## config.mk

```make
export PLATFORM = sky130hd
export DESIGN_NAME = mc_ctrl_hs
export DESIGN_NICKNAME = d
export VERILOG_FILES = /design/src/rtl/mc_pkg.sv /design/src/rtl/mc_mem_wait.sv /design/src/rtl/mc_ctrl_hs.sv
export SDC_FILE = /design/constraint.sdc
export NUM_CORES = 1
export LEC_CHECK = 0
export CAP_MARGIN = 10
export CORE_MARGIN = 2
export CORE_UTILIZATION = 43
export CTS_CLUSTER_DIAMETER = 100
export DETAILED_ROUTE_END_ITERATION = 7
export HOLD_SLACK_MARGIN = 0.05
export PLACE_DENSITY = 0.8
export SLEW_MARGIN = 25
export SYNTH_ARGS = -nofsm -noshare
export SYNTH_HDL_FRONTEND = slang
export SYNTH_SLANG_ARGS = --single-unit
```

## constraint.sdc

```tcl
create_clock -name clk -period 2.6 [get_ports clk]
set_input_delay 0.52 -clock clk [delete_from_list [all_inputs] [get_ports clk]]
set_output_delay 0.52 -clock clk [all_outputs]
set_load 0.02 [all_outputs]
```

## src/rtl/mc_pkg.sv

```systemverilog
// Shared encodings for the handshaked multicycle controller: state codes,
// opcodes, C-type function bit positions, datapath select values and trap codes.
package mc_pkg;

   typedef enum logic [3:0] {
      ST_FETCH     = 4'd0,
      ST_DECODE    = 4'd1,
      ST_LOAD_MEM  = 4'd2,
      ST_LOAD_WB   = 4'd3,
      ST_STORE_MEM = 4'd4,
      ST_JUMP      = 4'd5,
      ST_BRZ       = 4'd6,
      ST_C_EXEC    = 4'd7,
      ST_C_WB      = 4'd8,
      ST_I_EXEC    = 4'd9,
      ST_I_WB      = 4'd10,
      ST_HALT      = 4'd15
   } state_t;

   localparam logic [3:0] OP_LOAD  = 4'b0000;
   localparam logic [3:0] OP_STORE = 4'b0001;
   localparam logic [3:0] OP_JUMP  = 4'b0010;
   localparam logic [3:0] OP_BRZ   = 4'b0100;
   localparam logic [3:0] OP_CTYPE = 4'b1000;
   localparam logic [3:0] OP_ADDI  = 4'b1100;
   localparam logic [3:0] OP_SUBI  = 4'b1101;
   localparam logic [3:0] OP_ANDI  = 4'b1110;
   localparam logic [3:0] OP_ORI   = 4'b1111;

   localparam int F_MOVETO   = 0;
   localparam int F_MOVEFROM = 1;
   localparam int F_ADD      = 2;
   localparam int F_SUB      = 3;
   localparam int F_AND      = 4;
   localparam int F_OR       = 5;
   localparam int F_NOT      = 6;
   localparam int F_NOP      = 7;

   localparam logic [1:0] ALUOP_ADD  = 2'b00;
   localparam logic [1:0] ALUOP_SUB  = 2'b01;
   localparam logic [1:0] ALUOP_FUNC = 2'b10;
   localparam logic [1:0] ALUOP_IMM  = 2'b11;

   localparam logic [1:0] ALUA_PC  = 2'b00;
   localparam logic [1:0] ALUA_IMM = 2'b01;
   localparam logic [1:0] ALUA_ACC = 2'b10;

   localparam logic [1:0] M2R_ALU      = 2'b00;
   localparam logic [1:0] M2R_MEM      = 2'b01;
   localparam logic [1:0] M2R_MOVEFROM = 2'b10;
   localparam logic [1:0] M2R_MOVETO   = 2'b11;

   localparam logic [1:0] PCSRC_ALU  = 2'b00;
   localparam logic [1:0] PCSRC_JUMP = 2'b01;
   localparam logic [1:0] PCSRC_BR   = 2'b10;

   localparam logic [1:0] ERR_NONE    = 2'b00;
   localparam logic [1:0] ERR_ILLEGAL = 2'b01;
   localparam logic [1:0] ERR_TIMEOUT = 2'b10;

   function automatic logic is_mem_state(input state_t s);
      return (s == ST_FETCH) || (s == ST_LOAD_MEM) || (s == ST_STORE_MEM);
   endfunction

endpackage

```

## src/rtl/mc_mem_wait.sv

```systemverilog
// Wait-state counter for memory accesses; pulses timeout on the wait cycle
// that brings the count to MEM_TIMEOUT while mem_ready is still low.
module mc_mem_wait #(
   parameter int TMO_W       = 4,
   parameter int MEM_TIMEOUT = 15
) (
   input  logic clk,
   input  logic rst,
   input  logic in_mem_state,
   input  logic state_change,
   input  logic mem_ready,
   output logic timeout
);

   logic [TMO_W-1:0] cnt;

   // A ready arriving on the boundary cycle is not a wait, so it completes.
   assign timeout = in_mem_state && !mem_ready && (cnt == TMO_W'(MEM_TIMEOUT - 1));

   always_ff @(posedge clk) begin
      if (rst || state_change || !in_mem_state)
         cnt <= '0;
      else if (!mem_ready)
         cnt <= cnt + TMO_W'(1);
   end

endmodule

```

## src/rtl/mc_ctrl_hs.sv

```systemverilog
// Multicycle controller for the 16-bit accumulator CPU with memory handshake
// and sticky trap; MC_PERF_CNT_EN adds cycle/instruction counters.
//
// state      | meaning
// FETCH(0)   | read instruction, PC+1; waits for mem_ready
// DECODE(1)  | dispatch on opcode / func legality
// LOAD_MEM(2)| data read; waits for mem_ready
// LOAD_WB(3) | memory data into register
// STORE_MEM(4)| data write; waits for mem_ready
// JUMP(5)    | PC <- jump target
// BRZ(6)     | compare, conditional PC write
// C_EXEC(7)  | C-type ALU operation
// C_WB(8)    | C-type writeback selected by func
// I_EXEC(9)  | immediate ALU operation
// I_WB(10)   | immediate writeback
// HALT(15)   | sticky trap, left only by rst
module mc_ctrl_hs
   import mc_pkg::*;
#(
   parameter int OPC_W       = 4,
   parameter int FUNC_W      = 9,
   parameter int TMO_W       = 4,
   parameter int MEM_TIMEOUT = 15
) (
   input  logic              clk,
   input  logic              rst,
   input  logic [OPC_W-1:0]  opcode,
   input  logic [FUNC_W-1:0] func,
   input  logic              zero,
   input  logic              mem_ready,
   output logic              mem_req,
   output logic              IorD,
   output logic              MEMread,
   output logic              MEMwrite,
   output logic              IRwrite,
   output logic              PCwrite,
   output logic              PCwritecond,
   output logic              regwrite,
   output logic              regDst,
   output logic              ALUsrcB,
   output logic [1:0]        ALUsrcA,
   output logic [1:0]        ALUop,
   output logic [1:0]        Memtoreg,
   output logic [1:0]        PCsrc,
   output logic              halted,
   output logic [1:0]        err_code,
   output logic [3:0]        psout
`ifdef MC_PERF_CNT_EN
   ,
   output logic [31:0]       cyc_cnt,
   output logic [31:0]       instr_cnt
`endif
);

   state_t     state, state_nx;
   logic       halted_q;
   logic [1:0] err_q, trap_err;
   logic       in_mem, timeout, func_ok;

   // zero is consumed by the datapath's branch gate, not by the sequencer.
   logic unused_zero;
   assign unused_zero = zero;

   assign in_mem  = is_mem_state(state);
   assign func_ok = (func != '0) && ((func & (func - FUNC_W'(1))) == '0)
                    && ((func >> (F_NOP + 1)) == '0);

   mc_mem_wait #(.TMO_W(TMO_W), .MEM_TIMEOUT(MEM_TIMEOUT)) u_wait (
      .clk          (clk),
      .rst          (rst),
      .in_mem_state (in_mem),
      .state_change (state_nx != state),
      .mem_ready    (mem_ready),
      .timeout      (timeout)
   );

   always_comb begin
      state_nx = state;
      trap_err = ERR_NONE;
      case (state)
         ST_FETCH:     if (mem_ready) state_nx = ST_DECODE;
         ST_DECODE: begin
            case (opcode)
               OPC_W'(OP_LOAD):  state_nx = ST_LOAD_MEM;
               OPC_W'(OP_STORE): state_nx = ST_STORE_MEM;
               OPC_W'(OP_JUMP):  state_nx = ST_JUMP;
               OPC_W'(OP_BRZ):   state_nx = ST_BRZ;
               OPC_W'(OP_CTYPE): state_nx = func_ok ? ST_C_EXEC : ST_HALT;
               OPC_W'(OP_ADDI), OPC_W'(OP_SUBI),
               OPC_W'(OP_ANDI), OPC_W'(OP_ORI): state_nx = ST_I_EXEC;
               default:          state_nx = ST_HALT;
            endcase
            if (state_nx == ST_HALT) trap_err = ERR_ILLEGAL;
         end
         ST_LOAD_MEM:  if (mem_ready) state_nx = ST_LOAD_WB;
         ST_STORE_MEM: if (mem_ready) state_nx = ST_FETCH;
         ST_C_EXEC:    state_nx = ST_C_WB;
         ST_I_EXEC:    state_nx = ST_I_WB;
         ST_HALT:      state_nx = ST_HALT;
         default:      state_nx = ST_FETCH;
      endcase
      if (timeout) begin
         state_nx = ST_HALT;
         trap_err = ERR_TIMEOUT;
      end
   end

   always_ff @(posedge clk) begin
      if (rst) begin
         state    <= ST_FETCH;
         halted_q <= 1'b0;
         err_q    <= ERR_NONE;
      end else begin
         state <= state_nx;
         if (state_nx == ST_HALT && !halted_q) begin
            halted_q <= 1'b1;
            err_q    <= trap_err;
         end
      end
   end

   // Reset gates every output in the same cycle so an in-flight request drops at once.
   always_comb begin
      mem_req     = 1'b0;
      IorD        = 1'b0;
      MEMread     = 1'b0;
      MEMwrite    = 1'b0;
      IRwrite     = 1'b0;
      PCwrite     = 1'b0;
      PCwritecond = 1'b0;
      regwrite    = 1'b0;
      regDst      = 1'b0;
      ALUsrcB     = 1'b0;
      ALUsrcA     = ALUA_PC;
      ALUop       = ALUOP_ADD;
      Memtoreg    = M2R_ALU;
      PCsrc       = PCSRC_ALU;
      if (!rst) begin
         case (state)
            ST_FETCH: begin
               MEMread = 1'b1;
               mem_req = 1'b1;
               ALUsrcB = 1'b1;
               IRwrite = mem_ready;
               PCwrite = mem_ready;
            end
            ST_LOAD_MEM: begin
               IorD    = 1'b1;
               MEMread = 1'b1;
               mem_req = 1'b1;
            end
            ST_LOAD_WB: begin
               Memtoreg = M2R_MEM;
               regwrite = 1'b1;
            end
            ST_STORE_MEM: begin
               IorD     = 1'b1;
               MEMwrite = 1'b1;
               mem_req  = 1'b1;
            end
            ST_JUMP: begin
               PCsrc   = PCSRC_JUMP;
               PCwrite = 1'b1;
            end
            ST_BRZ: begin
               ALUsrcA     = ALUA_ACC;
               ALUop       = ALUOP_SUB;
               PCsrc       = PCSRC_BR;
               PCwritecond = 1'b1;
            end
            ST_C_EXEC: begin
               ALUsrcA = ALUA_ACC;
               ALUop   = ALUOP_FUNC;
            end
            ST_C_WB: begin
               if (func[F_MOVETO]) begin
                  Memtoreg = M2R_MOVETO;
                  regDst   = 1'b1;
                  regwrite = 1'b1;
               end else if (func[F_MOVEFROM]) begin
                  Memtoreg = M2R_MOVEFROM;
                  regwrite = 1'b1;
               end else if (!func[F_NOP]) begin
                  regwrite = 1'b1;
               end
            end
            ST_I_EXEC: begin
               ALUsrcA = ALUA_IMM;
               ALUop   = ALUOP_IMM;
            end
            ST_I_WB:   regwrite = 1'b1;
            default: ;
         endcase
      end
   end

   assign halted   = halted_q & ~rst;
   assign err_code = rst ? ERR_NONE : err_q;
   assign psout    = rst ? 4'd0 : state;

`ifdef MC_PERF_CNT_EN
   logic [31:0] cyc_q, instr_q;

   always_ff @(posedge clk) begin
      if (rst) begin
         cyc_q   <= '0;
         instr_q <= '0;
      end else begin
         if (state != ST_HALT && cyc_q != '1)
            cyc_q <= cyc_q + 32'd1;
         if (state != ST_FETCH && state_nx == ST_FETCH && instr_q != '1)
            instr_q <= instr_q + 32'd1;
      end
   end

   assign cyc_cnt   = rst ? '0 : cyc_q;
   assign instr_cnt = rst ? '0 : instr_q;
`endif

endmodule

```

== Yosys cells after proc, flatten, opt, wreduce, memory -nomap -nowiden ==
Cells that the tools add are included.

* Register bits after elaboration: 11
* Input port bits: 17
* Output and inout port bits: 25
* Logic and storage cells: 102

* Add/sub/neg operators: 2
* Equality and inequality tests: 23
* Mux-type cells: 47
* Bitwise logic cells: 3
* Reduce and logical (&&, ||, !) cells: 23

{| class="wikitable"
|+ Operators by type and width
! kind !! count
|-
| $eq A4 B4 Y1 const B || 12
|-
| $mux W4 || 7
|-
| $pmux W4 S7 || 1
|-
| $mux W1 || 24
|-
| $pmux W4 S6 || 1
|-
| $eq A4 B3 Y1 const B || 5
|-
| $logic_not A9 Y1 || 2
|-
| $mux W2 || 8
|-
| $eq A4 B2 Y1 const B || 3
|-
| $pmux W2 S2 || 3
|-
| $and A9 B9 Y9 || 1
|-
| $reduce_bool A9 Y1 || 1
|-
| $sub A9 B1 Y9 const B || 1
|-
| $eq A4 B1 Y1 const B || 2
|-
| $logic_not A4 Y1 || 2
|-
| $reduce_or A2 Y1 || 4
|-
| $pmux W2 S3 || 1
|-
| $logic_and A1 B1 Y1 || 5
|-
| $add A4 B1 Y4 const B || 1
|-
| $logic_or A1 B1 Y1 || 4
|-
| $ne A4 B4 Y1 || 1
|-
| $pmux W1 S2 || 2
|-
| $reduce_or A4 Y1 || 1
|-
| $logic_not A1 Y1 || 3
|-
| 3 further kinds || 3
|}

== Depth between registers and ports, before layout ==
Gate-level depths: netlist (run 1).

* Word-level depth: 13
* Mapped depth: 9
* Mapped depth without buffers: 9

== By module ==
Synthesis (run 1) repeated with hierarchy kept, for this count alone.

* Cell total of the unflattened synthesis: 149
* Area, all modules: 1131.1 µm²

{| class="wikitable"
|+ By module, submodules not included
! module !! instances !! cells an instance !! area an instance (µm²) !! sequential area each (µm²)
|-
| mc_ctrl_hs || 1 || 127 || 937.1 || 140.1
|-
| mc_mem_wait || 1 || 22 || 193.9 || 80.1
|}

== Least setup slack after synthesis (run 1) ==
OpenSTA, ideal clock, no wires.

* Path type: input-to-output
* From: input port rst
* To: output port PCwrite
* Data arrival time: 2.099 ns
* Data required time: 2.080 ns
* Path slack: -0.019 ns
* Stages: 4
* Path buffers: 1
* Path through: clkbuf_1 > nor4_1 > and3_1 > or2_2

* Cells in the longest elaborated chain, start to end: 1

{| class="wikitable"
|+ Ends and longest elaborated chain
! item !! line !! RTL
|-
| start, declared || mc_ctrl_hs.sv:26 || <nowiki>input logic rst,</nowiki>
|-
| $mux W1 || mc_ctrl_hs.sv:138 || <nowiki>if (!rst) begin</nowiki>
|-
| end, declared || mc_ctrl_hs.sv:36 || <nowiki>output logic PCwrite,</nowiki>
|}

No other way between the ends.

== Worst setup path in the final report (run 1) ==
* From: input port rst
* To: output port ALUop[0]

* Cells in the longest elaborated chain, start to end: 1

{| class="wikitable"
|+ Ends and longest elaborated chain
! item !! line !! RTL
|-
| $mux W2 || mc_ctrl_hs.sv:138 ||
|-
| end, declared || mc_ctrl_hs.sv:42 || <nowiki>output logic [1:0] ALUop,</nowiki>
|}

No other way between the ends.

==> impl_metrics.sql, run 1 <==
INSERT INTO impl_metrics (metric_group, metric, value, unit) VALUES
('status', 'outcome', 'completed', ''),
('synthesis', 'total_standard_cell_area_after_synthesis', '0.00105', 'sq mm'),
('sta', 'report.final.slew_viol_count', '0', ''),
('layout', 'post_route_cells_drive_above_1_share', '0.178', ''),
('cts', 'worst_setup_hold_path_clk_slew', '70', 'ps'),
('detailed_routing', 'via_count', '1188', ''),
('sta', 'grt_setup_unrepaired', 'no', ''),
('die', 'initial_utilization', '0.467', ''),
('critical_path', 'worst-endpoint-required', '2080', 'ps'),
('synthesis', 'netlist-cell-type-count', '52', ''),
('sta', 'final_number_of_hold_violating_endpoints', '0', ''),
('synthesis', 'synth-seq-cells', '11', ''),
('sta', 'achievable-frequency', '399', 'MHz'),
('placed_design', 'detailedPlacementHpwl', '2.24', 'mm'),
('die', 'num_rows', '17', ''),
('cts', 'tritoncts_clock_tree', 'built', ''),
('die', 'coreArea', '0.00225', 'sq mm'),
('global_route', 'antenna_found_initial', '0', ''),
('cts', 'cts.sink_count', '11', ''),
('pwr', 'pwr_density_cell', '363', 'mW/mm^2'),
('die', 'design.die.area', '0.00286', 'sq mm'),
('critical_path', 'timing.critical_path.fanout_max', '6', ''),
('sta', 'worst_relative_slew_slack', '0.732', ''),
('pwr', 'p_leak', '0.725', 'nW'),
('pwr', 'vdd_drop_max', '0.326', 'mV'),
('sta', 'hold-worst-slack', '533', 'ps'),
('synthesis', 'syn-instance-count', '138', ''),
('global_route', 'grt_first_pass_wirelength', '4.58', 'mm'),
('synthesis', 'synthDominantAreaCellType', 'dfxtp_1', ''),
('die', 'io_pins', '42', ''),
('detailed_routing', 'first_pass_iters', '4', ''),
('layout', 'filler_cell_count', '199', ''),
('global_route', 'grt_pass1_vias', '1120', ''),
('sta', 'max_slew.worst_pin.slew', '401', 'ps'),
('worst_hold_path', 'worst_hold_path_stage_count', '2', ''),
('sta', 'setup_ws_post_layout', '95.2', 'ps'),
('critical_path', 'startpoint_type', 'input port', ''),
('critical_path', 'rr_worst_depth', '8', ''),
('global_route', 'track_usage', '0.214', ''),
('cts', 'worst_case_clock_buffer_depth', '2', ''),
('synthesis', 'yosysWarningCount', '0', ''),
('layout', 'number_of_nets_in_the_finished_design', '205', ''),
('cts', 'postCtsSetupRepairBufs', '0', ''),
('synthesis', 'number_of_synthesized_flops_with_an_enable_pin', '0', ''),
('cts', 'tritoncts.num_buffers', '3', ''),
('synthesis', 'post_synth_most_frequent_cells', '24 x nor2_1, 11 x dfxtp_1, 9 x a21oi_1', ''),
('cts', 'insertion_delay', '260', 'ps'),
('detailed_routing', 'post_route_drc_violation_count', '0', ''),
('synthesis', 'yosysTopAreaCellShare', '0.209', ''),
('critical_path', 'crit_arrival', '1980', 'ps'),
('detailed_routing', 'post_drt_via_cell_ratio', '5.58', ''),
('sta', 'finalCriticalPeriod', '2500', 'ps'),
('sta', 'setup_viol', '0', ''),
('critical_path', 'crit_type', 'in2out', ''),
('placed_design', 'dp_worst_setup_slack', '-210', 'ps'),
('detailed_routing', 'wl_per_cell', '13.3', 'um'),
('layout', 'area_growth', '47.0', '%'),
('detailed_routing', 'drt_first_iter_violations', '27', ''),
('detailed_routing', 'routed_wirelength', '2.84', 'mm'),
('detailed_routing', 'antenna_left', '0', ''),
('sta', 'layout_worst_path_cycle_share', '0.963', ''),
('layout', 'final_core_util', '0.686', ''),
('sta', 'fin_setup_tns', '0', 'ps'),
('die', 'die-width', '53.5', 'um'),
('synthesis', 'synth_area_leaders', 'dfxtp_1 21%, nor2_1 8.6%, xor2_1 5.0%, a21oi_1 4.3%, nor2b_1 4.2%', ''),
('placed_design', 'portBuffers', '40', ''),
('global_route', 'grt_max_degree', '17', ''),
('job', 'cap_viol_max_count', '0', ''),
('synthesis', 'syn_avg_cell_area', '7.63', 'sq um'),
('synthesis', 'synth_nets', '157', ''),
('critical_path', 'critical_path.slowest_cell', 'clkdlybuf4s50_1', '');
-- stage by stage --
step	cell area (sq um)	power, mW	instances
detailed placement	1530	0.460	209
floorplan	1060	0.354	138
finish	1550	0.562	213
global placement	1530	0.452	209
CTS	1540	0.566	213
global route	1550	0.595	213
-- worst max-delay path, delay by kind of cell --
family	cells	cell delay (ps)
compound gates	1	180
buf+inv	3	960
simple gates	1	330
-- cell usage in the layout, fill, tap and decap left out, types with 4 or more instances in the layout --
cell type,Yosys,final
nor2_1,24,24
clkdlybuf4s50_1,0,22
buf_4,4,13
dlygate4sd2_1,0,12
dfxtp_1,11,10
a21oi_1,9,9
nand2_1,7,7
nor2b_1,7,7
xor2_1,6,6
nor3_1,5,5
inv_1,4,4
and3_1,4,4
dlymetal6s2s_1,0,4
-- state kept, by name (all words and copies together) (netlist names) --
register    cells
err_q           2
halted_q        1
state           4
u_wait.cnt      4
-- power by group --
part	internal [mW]	switching [mW]
Clock	0.0592	0.0550
Sequential	0.178	0.0202
Combinational	0.115	0.135
-- area by class of cell --
| type | count | area (sq um) | area share |
|---|---|---|---|
| clock buffers | 4 | 26.3 | 0.0170 |
| multi-input cells | 112 | 757 | 0.489 |
| well taps | 28 | 35.0 | 0.0227 |
| inverters | 5 | 18.8 | 0.0121 |
| repair buffers | 53 | 488 | 0.316 |
| flip-flops and latches | 11 | 221 | 0.143 |
-- logic make-up (layout without fill, tap and decap cells) --
| family | count (synthesis) | in the layout | synth area share |
|---|---|---|---|
| simple gates | 71 | 71 | 0.401 |
| compound gates | 29 | 29 | 0.199 |
| buf+inv | 15 | 62 | 0.0773 |
| flops | 11 | 11 | 0.209 |
| xor+xnor | 8 | 8 | 0.0666 |
| fa+ha+maj | 3 | 3 | 0.0333 |
| mux | 1 | 1 | 0.0143 |
-- routing by layer --
| metal | track usage | vias up | share of wire |
|---|---|---|---|
| met2 | 0.414 | 43 | 0.50 |
| met3 | 0.0254 | 6 | 0.068 |
| met1 | 0.232 | 549 | 0.42 |
| li1 | - | 590 | - |
| met5 | 0 | - | 0 |
| met4 | 0.0769 | 0 | 0.015 |
-- path summary, 6_finish.rpt --
kind | start | to | slack [ps]
hold / removal | halted_q | halted_q | 530
setup reg to reg | state[1] | err_q[0] | 570
setup / recovery | rst | ALUop[0] | 100
hold reg to reg | halted_q | halted_q | 530
-- timing repair --
item	in CTS	in global routing
resized for setup	14	8
setup endpoints to repair	14	6
hold endpoints to repair	0	0
Note: power is estimated with default switching activity, not from simulation.
==> run 2: changes to the inputs <==
--- a/config.mk
+++ b/config.mk
@@ -6,12 +6,14 @@
 export NUM_CORES = 1
 export LEC_CHECK = 0
 export CAP_MARGIN = 10
+export CELL_PAD_IN_SITES_DETAIL_PLACEMENT = 1
+export CELL_PAD_IN_SITES_GLOBAL_PLACEMENT = 2
 export CORE_MARGIN = 2
-export CORE_UTILIZATION = 43
+export CORE_UTILIZATION = 23
 export CTS_CLUSTER_DIAMETER = 100
 export DETAILED_ROUTE_END_ITERATION = 7
 export HOLD_SLACK_MARGIN = 0.05
-export PLACE_DENSITY = 0.8
+export PLACE_DENSITY_LB_ADDON = 0.1
 export SLEW_MARGIN = 25
 export SYNTH_ARGS = -nofsm -noshare
 export SYNTH_HDL_FRONTEND = slang
==> run 2 against run 1 <==
  * Sequential power about the same
  * Highest routed layer unchanged
  * Total power increased by 14%
  * Design area increased by 6.1%
  * Global-route usage decreased by 7.8 points
  * Critical endpoint is now PCwrite
  * Largest power group unchanged
==> impl_metrics.sql, run 2 (synthesis gave the netlist of run 1 again) <==
INSERT INTO impl_metrics (metric_group, metric, value, unit) VALUES
('sta', 'worst_relative_slew_slack', '0.718', ''),
('die', 'dieHeight', '71.6', 'um'),
('global_route', 'globalRouteOverflowTotal', '0', ''),
('global_route', 'gr-max-usage-layer', 'met2', ''),
('die', 'coreArea', '0.00438', 'sq mm'),
('die', 'initial_utilization', '0.240', ''),
('cts', 'tritoncts.num_buffers', '3', ''),
('sta', 'final_number_of_hold_violating_endpoints', '0', ''),
('pwr', 'switchingPower', '0.230', 'mW'),
('cts', 'clock_tree.root_cell', 'clkbuf_8', ''),
('layout', 'layout_commonest_cell', 'nor2_1', ''),
('global_route', 'antenna_found_initial', '0', ''),
('layout', 'number_of_nets_in_the_finished_design', '211', ''),
('placed_design', 'routabilityCongestion', '0.762', ''),
('cts', 'worst_case_clock_buffer_depth', '2', ''),
('global_route', 'track_usage', '0.135', ''),
('detailed_routing', 'post_drt_via_cell_ratio', '4.86', ''),
('placed_design', 'portBuffers', '40', ''),
('layout', 'design_area', '0.00164', 'sq mm'),
('detailed_routing', 'post_route_drc_violation_count', '0', ''),
('layout', 'largest_registers', 'state x4, u_wait.cnt x4, err_q x2', ''),
('sta', 'skew', '4.28', 'ps'),
('worst_hold_path', 'hold_path_class', 'reg2reg', ''),
('sta', 'max_slew.worst_pin.slew', '418', 'ps'),
('die', 'num_rows', '24', ''),
('global_route', 'use_met3', '0.0169', ''),
('pwr', 'share_comb_of_total_power', '0.420', ''),
('global_route', 'grt_util_met2', '0.249', ''),
('cts', 'insertion_delay', '240', 'ps'),
('cts', 'postCtsSetupRepairBufs', '0', ''),
('sta', 'layout_worst_path_cycle_share', '0.985', ''),
('critical_path', 'crit_arrival', '2040', 'ps'),
('pwr', 'power_frac_clock', '0.275', ''),
('pwr', 'internal_power', '0.412', 'mW'),
('layout', 'antennaDiodeCount', '0', ''),
('layout', 'post_route_cells_drive_above_1_share', '0.204', ''),
('sta', 'finalCriticalPeriod', '2560', 'ps'),
('cts', 'clock_tree.htree_level_count', '1', ''),
('pwr', 'vdd_drop_max', '0.209', 'mV'),
('die', 'io_pins', '42', ''),
('placed_design', 'dp_worst_setup_slack', '-262', 'ps'),
('die', 'die-width', '71.6', 'um'),
('critical_path', 'timing.critical_path.fanout_max', '6', ''),
('global_route', 'groute.layer.met1.usage', '0.156', ''),
('pwr', 'pwr_density_cell', '392', 'mW/mm^2'),
('job', 'cap_viol_max_count', '0', ''),
('detailed_routing', 'drt_first_iter_violations', '15', ''),
('layout', 'area_growth', '55.9', '%'),
('critical_path', 'timing.rr.start', 'state[1]', ''),
('critical_path', 'worst_setup_path_end_kind', 'output pin', ''),
('sta', 'setup_ws_post_layout', '39.4', 'ps'),
('placed_design', 'placed_cell_area', '0.00160', 'sq mm'),
('worst_hold_path', 'hp-start', 'u_wait.cnt[3]', ''),
('status', 'outcome', 'completed', ''),
('pwr', 'power.share.switching', '0.358', ''),
('detailed_routing', 'first_pass_iters', '3', ''),
('cts', 'worst_setup_hold_path_clk_slew', '50', 'ps'),
('layout', 'final_cell_mix', '24 x nor2_1, 22 x clkdlybuf4s50_1, 19 x buf_4', ''),
('placed_design', 'detailedPlacementHpwl', '2.70', 'mm'),
('critical_path', 'setup.worst_path.start', 'rst', ''),
('detailed_routing', 'via_count', '1182', ''),
('detailed_routing', 'wl_per_cell', '14.1', 'um'),
('pwr', 'p_leak', '0.762', 'nW'),
('global_route', 'grt_first_pass_wirelength', '5.49', 'mm'),
('detailed_routing', 'routed_wirelength', '3.42', 'mm'),
('sta', 'grt_setup_unrepaired', 'yes', ''),
('pwr', 'share_seq_of_total_power', '0.305', ''),
('cts', 'cts.sink_count', '11', ''),
('global_route', 'grt_max_degree', '12', ''),
('critical_path', 'startpoint_type', 'input port', ''),
('critical_path', 'crit_type', 'in2out', ''),
('sta', 'report.final.slew_viol_count', '0', ''),
('cts', 'tritoncts_clock_tree', 'built', ''),
('global_route', 'grt_pass1_vias', '1216', ''),
('detailed_routing', 'antenna_left', '0', ''),
('sta', 'achievable-frequency', '391', 'MHz'),
('die', 'design.die.area', '0.00513', 'sq mm'),
('sta', 'setup_viol', '0', ''),
('critical_path', 'worst-endpoint-required', '2080', 'ps');
run 2: cell count changes in the layout (fill, tap and decap cells not counted), sizes merged:
| cell | delta |
|---|---|
| buf | +6 |
run 2: repair_timing:
action,CTS,global route
gates resized for setup,15,8
pin swaps,0,0
endpoints found under the setup margin,14,6
hold buffers,0,0
run 2: worst max-delay path, cell delays in order:
cell	delay, ps
clkdlybuf4s50_1	530
buf_4	170
nor4_2	50
and3_1	210
or2_2	270
clkdlybuf4s15_1	290
run 2: power groups by stage:
stage / Sequential (mW) / Combinational, mW / Clock (mW)
after floorplan: 0.189 / 0.165 / 0
after CTS: 0.196 / 0.275 / 0.182
after global routing: 0.198 / 0.293 / 0.195
after global placement: 0.199 / 0.277 / 0
final: 0.196 / 0.270 / 0.177
after detailed placement: 0.199 / 0.283 / 0
run 2: per-layer routing:
metal / share of wire / vias to the layer above
met4: 0.016 / 0
met3: 0.043 / 5
met5: 0 / -
met2: 0.51 / 25
met1: 0.43 / 555
li1: - / 597
run 2: final timing paths:
path                                       to  slack [ps]  cells past startpoint
worst max-delay path                  PCwrite          40                      6
worst max register to register       err_q[0]         460                      9
worst min-delay path            u_wait.cnt[3]         520                      2
worst min register to register  u_wait.cnt[3]         520                      2
run 2: area by class of cell:
cell class	count	area [sq um]
multi-input cells	112	757
flip-flops and latches	11	221
fillers	538	2740
repair buffers	59	533
inverters	5	18.8
well taps	52	65.1
clock buffers	4	45.0
run 2: metrics by stage:
stage	power, mW	setup TNS, ps	hold slack, ps	cells	utilization
6_report	0.642	0	523	243	0.374
5_1_grt	0.685	-29.5	575	243	0.374
4_1_cts	0.653	0	531	243	0.372
3_5_place_dp	0.482	-1770	511	239	0.366
3_3_place_gp	0.476	-1200	489	239	0.366
2_1_floorplan	0.354	0	472	138	-
==> RTL change: new RTL, flow settings as in run 1 <==
`TMO_W` is set to 4 in 2 places; all go to 6.
--- a/src/rtl/mc_mem_wait.sv
+++ b/src/rtl/mc_mem_wait.sv
@@ -1,7 +1,7 @@
 // Wait-state counter for memory accesses; pulses timeout on the wait cycle
 // that brings the count to MEM_TIMEOUT while mem_ready is still low.
 module mc_mem_wait #(
-   parameter int TMO_W       = 4,
+   parameter int TMO_W       = 6,
    parameter int MEM_TIMEOUT = 15
 ) (
    input  logic clk,
--- a/src/rtl/mc_ctrl_hs.sv
+++ b/src/rtl/mc_ctrl_hs.sv
@@ -19,7 +19,7 @@
 #(
    parameter int OPC_W       = 4,
    parameter int FUNC_W      = 9,
-   parameter int TMO_W       = 4,
+   parameter int TMO_W       = 6,
    parameter int MEM_TIMEOUT = 15
 ) (
    input  logic              clk,
Formal check against the unedited RTL: no difference found for any inputs over 10 cycles, from zero or initial values and one cycle with rst high; that may be too few to reach the edited logic, so the function may still have changed.
==> RTL change against run 1 <==
- register-to-register slack worse by 0.07 ns
- die area increased by 11%
- worst setup slack got worse by 0.031 ns
- power increased by 9.3%
- sequential cell count is 2 higher
- design area increased by 12%
- worst hold slack got worse by 0.032 ns
- sequential power grew 15%
- synthesized area increased by 12%
- sequential share of layout area rose by 0.76 points
- final cell count increased by 13%
- clock skew rose by 0.00068 ns
- critical path depth unchanged
- routed wire length is 9.3% higher
==> RTL change: results (changes against run 1) <==
| Metric | Value |
|---|---|
| Met1 Resource Use GR | 0.239 (was 0.232) |
| Hold path depth | 2 (unchanged) |
| Post-Syn Area per Cell | 7.62 sq um (was 7.63 sq um) |
| Num CTS Buffers | 3 (unchanged) |
| Biggest regs | u_wait.cnt x6, state x4, err_q x2 (was state x4, u_wait.cnt x4, err_q x2) |
| Post-synthesis sequential area ratio | 0.220 (was 0.209) |
| Placed instance area | 1700 sq um (was 1530 sq um) |
| Post-CTS resize count | 6 (was 14) |
| WP data arrival | 2.02 ns (was 1.98 ns) |
| RePlAce Congestion | 0.842 (was 0.768) |
| Flop-to-flop setup slack | 0.50 ns (was 0.57 ns) |
| VDD IR max | 0.452 mV (was 0.326 mV) |
| R2R depth | 8 (unchanged) |
| DR vias | 1,337 (was 1,188) |
| Initial antenna violation count | 0 (unchanged) |
| Vias in the first global route | 1,216 (was 1,120) |
| Nets | 229 (was 205) |
| CTS root buf | clkbuf_4 (unchanged) |
| Initial DRC Count | 19 (was 27) |
| Post-synth top cells | nor2_1 (24), dfxtp_1 (13), nand2_1 (10) (was nor2_1 (24), dfxtp_1 (11), a21oi_1 (9)) |
| Vias per std cell | 5.57 (was 5.58) |
| WL final | 3.10 mm (was 2.84 mm) |
| Normalized max-slew margin | 0.776 (was 0.732) |
| I/O Buffers | 40 (unchanged) |
| First-pass GRT wire length | 5.30 mm (was 4.58 mm) |
| Largest net degree at the start of global routing | 18 (was 17) |
| Syn. warnings | 0 (unchanged) |
| Syn nets | 174 (was 157) |
| Clk_lat worst skew | 0.28 ns (was 0.26 ns) |
| Area leader, netlist | dfxtp_1 (unchanged) |
| Worst-path clk slew | 0.08 ns |
| Hold crit path type | reg2reg (unchanged) |
| Post-CTS Setup Bufs | 0 (unchanged) |
| Unique masters post-synth | 47 (was 52) |
| WHS | 0.501 ns (was 0.533 ns) |
| Detail Placement HPWL | 2.47 mm (was 2.24 mm) |
| Synth area leaders | dfxtp_1 (22%), nor2_1 (7.6%), nand3b_1 (4.4%) (was dfxtp_1 (21%), nor2_1 (8.6%), xor2_1 (5.0%)) |
| TritonRoute pass-1 iters | 4 (unchanged) |
| Total track usage | 0.204 (was 0.214) |
| CP max FO | 9 (was 6) |
| GR Util met2 | 0.366 (was 0.414) |
| Fraction of layout cells with a size suffix above 1 | 0.206 (was 0.178) |
| M3 GR Usage | 0.0530 (was 0.0254) |
| H-tree depth | 1 (unchanged) |
| Fraction of registers with async set/reset | 0 (unchanged) |
| Clock skew | 0.00754 ns (was 0.00685 ns) |
| CTS Buffer Depth | 2 (unchanged) |
| # hold bufs at CTS | 0 (unchanged) |
| Cells after DPL | 236 (was 209) |
| Outcome | finished, final reports clean (unchanged) |
| Leakage | 0.717 nW (was 0.725 nW) |
| Antenna Cells | 0 (unchanged) |
==> RTL change: cell types whose count changed in the layout (fill, tap and decap cells not counted), moves of 3 or more <==
cell / delta
buf_4: +9
nand2b_1: +4
nand2_1: +3
dlygate4sd2_1: -7
a221oi_1: +3
nand3b_1: +7
nor4_1: +4
o21ai_0: +3
and3_1: -4
clkdlybuf4s50_1: +10
xor2_1: -3
==> RTL change: cell type report <==
type / count / area (sq um)
clock buffers: 4 / 26.3
fillers: 237 / 952
inverters: 5 / 18.8
multi-input cells: 125 / 822
flip-flops and latches: 13 / 262
well taps: 31 / 38.8
repair buffers: 62 / 567
==> RTL change: critical path, cell delays in order <==
cell and delay [ns]:
dlygate4sd2_1 0.37, nand2b_1 0.25, nor3_2 0.06, or2_2 0.27
clkdlybuf4s50_1 0.54
==> RTL change: path summary, 6_finish.rpt <==
kind            start        to
min reg2reg  halted_q  halted_q
min          halted_q  halted_q
max reg2reg  state[2]  err_q[1]
max               rst  ALUop[0]
==> RTL change: cells by family after synthesis <==
family,synth area share
mux,0.0212
buf+inv,0.0932
flops,0.220
xor+xnor,0.0519
fa+ha+maj,0.0297
compound gates,0.196
simple gates,0.388
==> RTL change: through the flow <==
stage / TNS (ns) / power, W / worst slack (ns)
after floorplan: 0 / 0.000391 / 0.0283
after global placement: -2.21 / 0.000489 / -0.315
after detailed placement: -2.64 / 0.000497 / -0.293
after CTS: 0 / 0.000618 / 0.0319
after global routing: -0.0182 / 0.000660 / -0.0182
final: 0 / 0.000614 / 0.0645
==> RTL change: metal layers <==
metal	routed length, um	vias to the layer above
met5	0	-
met4	63	0
met3	214	6
met2	1540	57
met1	1280	610
li1	-	664
==> RTL change: where the power goes <==
group          internal [W]  total (W)  leakage [nW]  switching, W
clock             0.0000595   0.000123        0.0150     0.0000637
sequential         0.000209   0.000227         0.106     0.0000184
combinational      0.000126   0.000264         0.596      0.000138
total              0.000394   0.000614         0.717      0.000221
